`src/rtl/uart_rx_frame_ctrl.sv`:
```
// Checks SOF/LEN/payload/XOR frames from the UART byte stream and replays the buffered payload on valid/ready.
// valid_o rises 1 cycle after a matching checksum; data_o holds under !ready_i; bytes arriving during replay are dropped and flagged.
module uart_rx_frame_ctrl #(
  parameter int         MAX_LEN        = 16,
  parameter logic [7:0] SOF            = 8'hA5,
  parameter int         TIMEOUT_CYCLES = 10000
) (
  input  logic       clk,
  input  logic       rst,
  input  logic [7:0] symbol_i,
  input  logic       newSymbol_i,
  output logic [7:0] data_o,
  output logic       valid_o,
  output logic       last_o,
  input  logic       ready_i,
  output logic       busy_o,
  output logic       err_o,
  output logic [1:0] errCode_o
);
  localparam int LW = $clog2(MAX_LEN + 1);
  localparam int AW = (MAX_LEN > 1) ? $clog2(MAX_LEN) : 1;
  localparam int TW = (TIMEOUT_CYCLES > 1) ? $clog2(TIMEOUT_CYCLES) : 1;
  localparam logic [7:0]    MAX_LEN_B = 8'(MAX_LEN);
  localparam logic [LW-1:0] PTR_ONE   = LW'(1);
  localparam logic [TW-1:0] IDLE_ONE  = TW'(1);
  localparam logic [TW-1:0] IDLE_LAST = TW'(TIMEOUT_CYCLES - 1);

  typedef enum logic [2:0] {S_IDLE, S_LEN, S_PAYLOAD, S_CHK, S_OUT} state_t;

  state_t        r_state;
  state_t        w_state_nxt;
  logic [7:0]    r_buf [MAX_LEN];
  logic [LW-1:0] r_len;
  logic [LW-1:0] r_wr_ptr;
  logic [LW-1:0] r_rd_ptr;
  logic [7:0]    r_chk;
  logic [TW-1:0] r_idle;
  logic          r_err;
  logic [1:0]    r_err_code;

  logic       w_len_bad;
  logic       w_timeout;
  logic       w_last;
  logic       w_hs;
  logic       w_err_set;
  logic [1:0] w_err_code;

  assign w_len_bad = (symbol_i == 8'd0) || (symbol_i > MAX_LEN_B);
  // A strobe on the terminal idle cycle takes priority over the timeout.
  assign w_timeout = (r_idle == IDLE_LAST) && !newSymbol_i;
  assign w_last    = (r_rd_ptr == r_len - PTR_ONE);
  assign w_hs      = valid_o && ready_i;

  always_ff @(posedge clk or posedge rst) begin
    if (rst) begin
      r_state <= S_IDLE;
    end else begin
      r_state <= w_state_nxt;
    end
  end

  always_comb begin
    w_state_nxt = r_state;
    case (r_state)
      S_IDLE: begin
        if (newSymbol_i && (symbol_i == SOF)) w_state_nxt = S_LEN;
      end
      S_LEN: begin
        if (newSymbol_i)    w_state_nxt = w_len_bad ? S_IDLE : S_PAYLOAD;
        else if (w_timeout) w_state_nxt = S_IDLE;
      end
      S_PAYLOAD: begin
        if (newSymbol_i) begin
          if (r_wr_ptr == r_len - PTR_ONE) w_state_nxt = S_CHK;
        end else if (w_timeout) begin
          w_state_nxt = S_IDLE;
        end
      end
      S_CHK: begin
        if (newSymbol_i)    w_state_nxt = (symbol_i == r_chk) ? S_OUT : S_IDLE;
        else if (w_timeout) w_state_nxt = S_IDLE;
      end
      S_OUT: begin
        if (w_hs && w_last) w_state_nxt = S_IDLE;
      end
      default: w_state_nxt = S_IDLE;
    endcase
  end

  always_comb begin
    valid_o    = (r_state == S_OUT);
    data_o     = valid_o ? r_buf[r_rd_ptr[AW-1:0]] : 8'd0;
    last_o     = valid_o && w_last;
    busy_o     = (r_state != S_IDLE);
    err_o      = r_err;
    errCode_o  = r_err_code;
    w_err_set  = 1'b0;
    w_err_code = 2'd0;
    case (r_state)
      S_LEN: begin
        if (newSymbol_i) begin
          if (w_len_bad) begin
            w_err_set  = 1'b1;
            w_err_code = 2'd1;
          end
        end else if (w_timeout) begin
          w_err_set  = 1'b1;
          w_err_code = 2'd3;
        end
      end
      S_PAYLOAD: begin
        if (w_timeout) begin
          w_err_set  = 1'b1;
          w_err_code = 2'd3;
        end
      end
      S_CHK: begin
        if (newSymbol_i) begin
          if (symbol_i != r_chk) begin
            w_err_set  = 1'b1;
            w_err_code = 2'd2;
          end
        end else if (w_timeout) begin
          w_err_set  = 1'b1;
          w_err_code = 2'd3;
        end
      end
      S_OUT: begin
        if (newSymbol_i) begin
          w_err_set  = 1'b1;
          w_err_code = 2'd3;
        end
      end
      default: ;
    endcase
  end

  always_ff @(posedge clk or posedge rst) begin
    if (rst) begin
      r_len      <= '0;
      r_chk      <= '0;
      r_wr_ptr   <= '0;
      r_rd_ptr   <= '0;
      r_idle     <= '0;
      r_err      <= 1'b0;
      r_err_code <= 2'd0;
    end else begin
      r_err <= w_err_set;
      if (w_err_set) r_err_code <= w_err_code;
      if (newSymbol_i || (w_state_nxt != r_state) || (r_state == S_IDLE) || (r_state == S_OUT))
        r_idle <= '0;
      else
        r_idle <= r_idle + IDLE_ONE;
      case (r_state)
        S_LEN: begin
          if (newSymbol_i) begin
            r_len    <= symbol_i[LW-1:0];
            r_chk    <= symbol_i;
            r_wr_ptr <= '0;
          end
        end
        S_PAYLOAD: begin
          if (newSymbol_i) begin
            r_chk    <= r_chk ^ symbol_i;
            r_wr_ptr <= r_wr_ptr + PTR_ONE;
          end
        end
        S_CHK: begin
          if (newSymbol_i) r_rd_ptr <= '0;
        end
        S_OUT: begin
          if (w_hs) r_rd_ptr <= r_rd_ptr + PTR_ONE;
        end
        default: ;
      endcase
    end
  end

  always_ff @(posedge clk) begin
    if ((r_state == S_PAYLOAD) && newSymbol_i) r_buf[r_wr_ptr[AW-1:0]] <= symbol_i;
  end

endmodule

```
`config.mk`:
```
export PLATFORM = sky130hd
export DESIGN_NAME = uart_rx_frame_ctrl
export DESIGN_NICKNAME = d
export VERILOG_FILES = /design/src/rtl/uart_rx_frame_ctrl.sv
export SDC_FILE = /design/constraint.sdc
export NUM_CORES = 1
export LEC_CHECK = 0
export CAP_MARGIN = 20
export CORE_MARGIN = 5
export CORE_UTILIZATION = 55
export DETAILED_ROUTE_END_ITERATION = 8
export GPL_TIMING_DRIVEN = 0
export PLACE_DENSITY = 0.73
export SYNTH_ARGS = -nofsm -noshare
export SYNTH_HDL_FRONTEND = slang
export SYNTH_SLANG_ARGS = --single-unit
```
`constraint.sdc`:
```
create_clock -name clk -period 5.47 [get_ports clk]
set_input_delay 0.8205 -clock clk [delete_from_list [all_inputs] [get_ports clk]]
set_output_delay 0.8205 -clock clk [all_outputs]
set_load 0.05 [all_outputs]
```
==> results.py <==
metrics = {
    "status": {
        "status": "complete, no violations",
    },
    "sta": {
        "setup_violations": 0,
        "fin_skew_ns": 0.00669,
        "fmax_ghz": 0.266,
        "relSlewSlack_pct": 36.5,
        "hold_viol_final": 0,
        "final_max_slew_viol_count": 0,
        "grt_setup_unrepaired": "no",
        "layout_worst_path_cycle_share_pct": 68.7,
        "setup_tns_ns": 0,
        "tightest_slew_ns": 0.945,
        "period_needed_ns": 3.76,
    },
    "synth": {
        "syn_inst": 493,
        "synth.mux.area_fraction_pct": 11.7,
        "ys_seq_area_share_pct": 65.4,
        "synth_top_family_by_area": "multiplexers",
        "synth_cell_types": 51,
        "synthXorXnorAreaFrac_pct": 4.19,
        "syn_area_per_cell_um2": 15.3,
        "ys_async_sr_fraction_pct": 25.1,
        "synth-edff-count": 128,
        "synthFlopType": "edfxtp_1",
        "netlist_area_um2": 7520,
        "yosys_register_bits": 171,
        "synth_warnings": 0,
        "synth_compound_area_share_pct": 5.82,
        "synth_nets": 512,
        "synthAdderAreaFrac_pct": 1.16,
        "synth-simple-area-share_pct": 8.85,
    },
    "power_and_ir_drop": {
        "power_density_nw_per_um2": 387,
        "power.leakage_uw": 0.00304,
        "p_sw_uw": 918,
        "seqPwrFrac_pct": 49.7,
        "switching_share_pct": 27.7,
        "p_clk_share_pct": 32.7,
        "p_int_uw": 2390,
        "power_uw": 3310,
        "comb_power_share_pct": 17.7,
        "irDropWorstVdd_uv": 238,
    },
    "floorplanning": {
        "die_x_um": 127,
        "fp.dieH_um": 127,
        "std_cell_rows": 42,
        "initial_core_util_pct": 56.3,
        "ios": 26,
        "die_area_um2": 16100,
        "core_area_um2": 13300,
    },
    "worst_setup_path": {
        "r2r_end": "r_buf[0][0]",
        "ff2ff_setup_slack_ns": 2.87,
        "required_ns": 4.65,
        "crit_fanout": 10,
        "path_class": "reg -> out",
        "start_kind": "register",
        "critPathCaptureType": "output pin",
        "r2r_cells": 7,
        "r2r_start": "r_state[0]",
        "arrival_ns": 2.94,
    },
    "grt": {
        "track_usage_pct": 21.0,
        "antenna_found_initial": 0,
        "grt_max_degree": 29,
        "grt_pass1_vias": 4481,
        "grt_pass1_wl_um": 25100,
        "overflow": 0,
    },
    "routing": {
        "drt-total-wl_um": 15800,
        "ant_nets": 0,
        "wire_per_inst_um": 21.7,
        "drt_iter0_drc": 447,
        "drt-vias-per-instance": 6.01,
        "drc": 0,
        "vias": 4379,
        "dr.pass1.iters": 6,
    },
    "placement": {
        "gp_congestion": 0.821,
        "hpwl_um": 10300,
        "port_buffers": 24,
    },
    "cells_and_area": {
        "syn_to_final_growth_pct": 13.7,
        "n_antenna_cell": 0,
        "mostFrequentLayoutCell": "edfxtp_1",
        "final_net_count": 559,
        "final_cell_mix": "128 x edfxtp_1, 46 x nor2_1, 43 x dfrtp_1, 31 x nand2_1",
        "drive_above_1_share_pct": 12.8,
    },
    "clock_network": {
        "clock-sinks": 171,
        "cts_buffer_depth": 2,
        "path_clk_slew_ns": 0.06,
        "cts_setup_buffers": 0,
        "cts_max_level": 4,
        "numCtsBuffers": 17,
        "post_cts_resized": 0,
        "cts_tree": "done",
        "insertion_delay_ns": 0.42,
        "hold_buffers": 0,
        "root_buffer": "clkbuf_16",
    },
    "min_path": {
        "hold_end": "r_idle[0]",
        "hold_path.class": "reg -> reg",
        "hp-start": "r_idle[0]",
        "min_path_cells": 1,
    },
    "flow_run": {
        "drv_cap": 0,
    },
}
-- critical path, cell delays in order, from the launching register on --
cell and delay (ns):
dfrtp_1 0.36, buf_6 0.19, buf_6 0.18, mux4_1 0.64, a22oi_1 0.29, a21oi_1 0.13, clkdlybuf4s50_1 0.72
-- cells by family (layout without fill, tap and decap cells) --
logic type | count (synthesis) | after routing
AOI/OAI and AO/OA | 69 | 69
xor gates and xnor gates | 36 | 36
adders and majority gates | 7 | 7
buffers and inverters | 36 | 96
DFF | 171 | 171
muxes | 39 | 39
and+or+nand+nor | 135 | 135
-- per-stage QoR --
stage                     util (%)  setup WS [ns]  hold WS [ns]  std cells  area, µm²
after global placement        59.8           2.22         0.469        693       7980
after CTS                     64.1           1.71         0.493        729       8550
after floorplan                  -           2.78         0.451        493       7520
after global routing          64.1           1.54         0.528        729       8550
after detailed placement      60.1           2.17         0.485        697       8030
final                         64.1           1.71         0.494        729       8550
-- synthesized netlist by cell type, drive strengths merged, types with 2 or more instances --
library cell  instances  area, µm²
nor2                 49        206
a22oi                16        120
a31oi                 2       12.5
a211oi                5       42.5
inv                  13       48.8
xnor2                19        166
edfxtp              128       3840
mux4                 32        803
nor2b                 3       18.8
dfrtp                43       1080
mux2i                 2       20.0
mux2                  5       56.3
nand3                12       60.1
or3                   2       12.5
ha                    7       87.6
nand2                32        123
nand4                 7       43.8
o21ai                 8       40.0
clkbuf                5       20.0
xor2                 17        149
nor3                  9       50.1
a21oi                25        129
nor4b                 2       23.8
nand3b                2       15.0
buf                  18        144
nand2b                5       31.3
and3                  7       43.8
o22ai                 8       50.1
-- worst max path at each step --
stage	depth (start not counted)	end	start	slack [ns]
global route	6	data_o[0]	r_rd_ptr[2]	1.54
finish	6	data_o[4]	r_rd_ptr[0]	1.71
CTS	6	data_o[4]	r_rd_ptr[0]	1.71
floorplan	5	data_o[5]	r_rd_ptr[0]	2.78
detailed placement	6	data_o[4]	r_rd_ptr[0]	2.17
global placement	6	data_o[1]	r_rd_ptr[2]	2.22
-- state kept, by name, indices dropped and copies added (netlist names) --
register   flops
r_idle        14
err_o          1
r_rd_ptr       5
r_len          5
r_state        3
r_wr_ptr       5
r_buf        128
r_chk          8
errCode_o      2
-- layout make-up --
| type | instances | area, µm² |
|---|---|---|
| Inverter | 13 | 48.8 |
| Clock buffer | 25 | 455 |
| Clock inverter | 7 | 68.8 |
| Buffer | 23 | 164 |
| Timing Repair Buffer | 28 | 283 |
| Sequential cell | 171 | 4920 |
| Tap cell | 176 | 220 |
| Fill cell | 995 | 4800 |
| Multi-Input combinational cell | 286 | 2390 |
-- per-layer routing --
layer / GRT usage [%] / share of wire (%)
met2: 33.6 / 49
met5: 0 / 0
met4: 6.62 / 1.9
met1: 28.9 / 43
met3: 4.88 / 5.9
-- power groups by stage --
stage | sequential (µW) | combinational, µW | clock, µW
after floorplan | 1660 | 389 | 0
after global placement | 1660 | 553 | 0
after detailed placement | 1670 | 581 | 0
after CTS | 1640 | 587 | 1100
after global routing | 1660 | 645 | 1160
final | 1640 | 585 | 1080
Power figures use the tool's default switching activity.
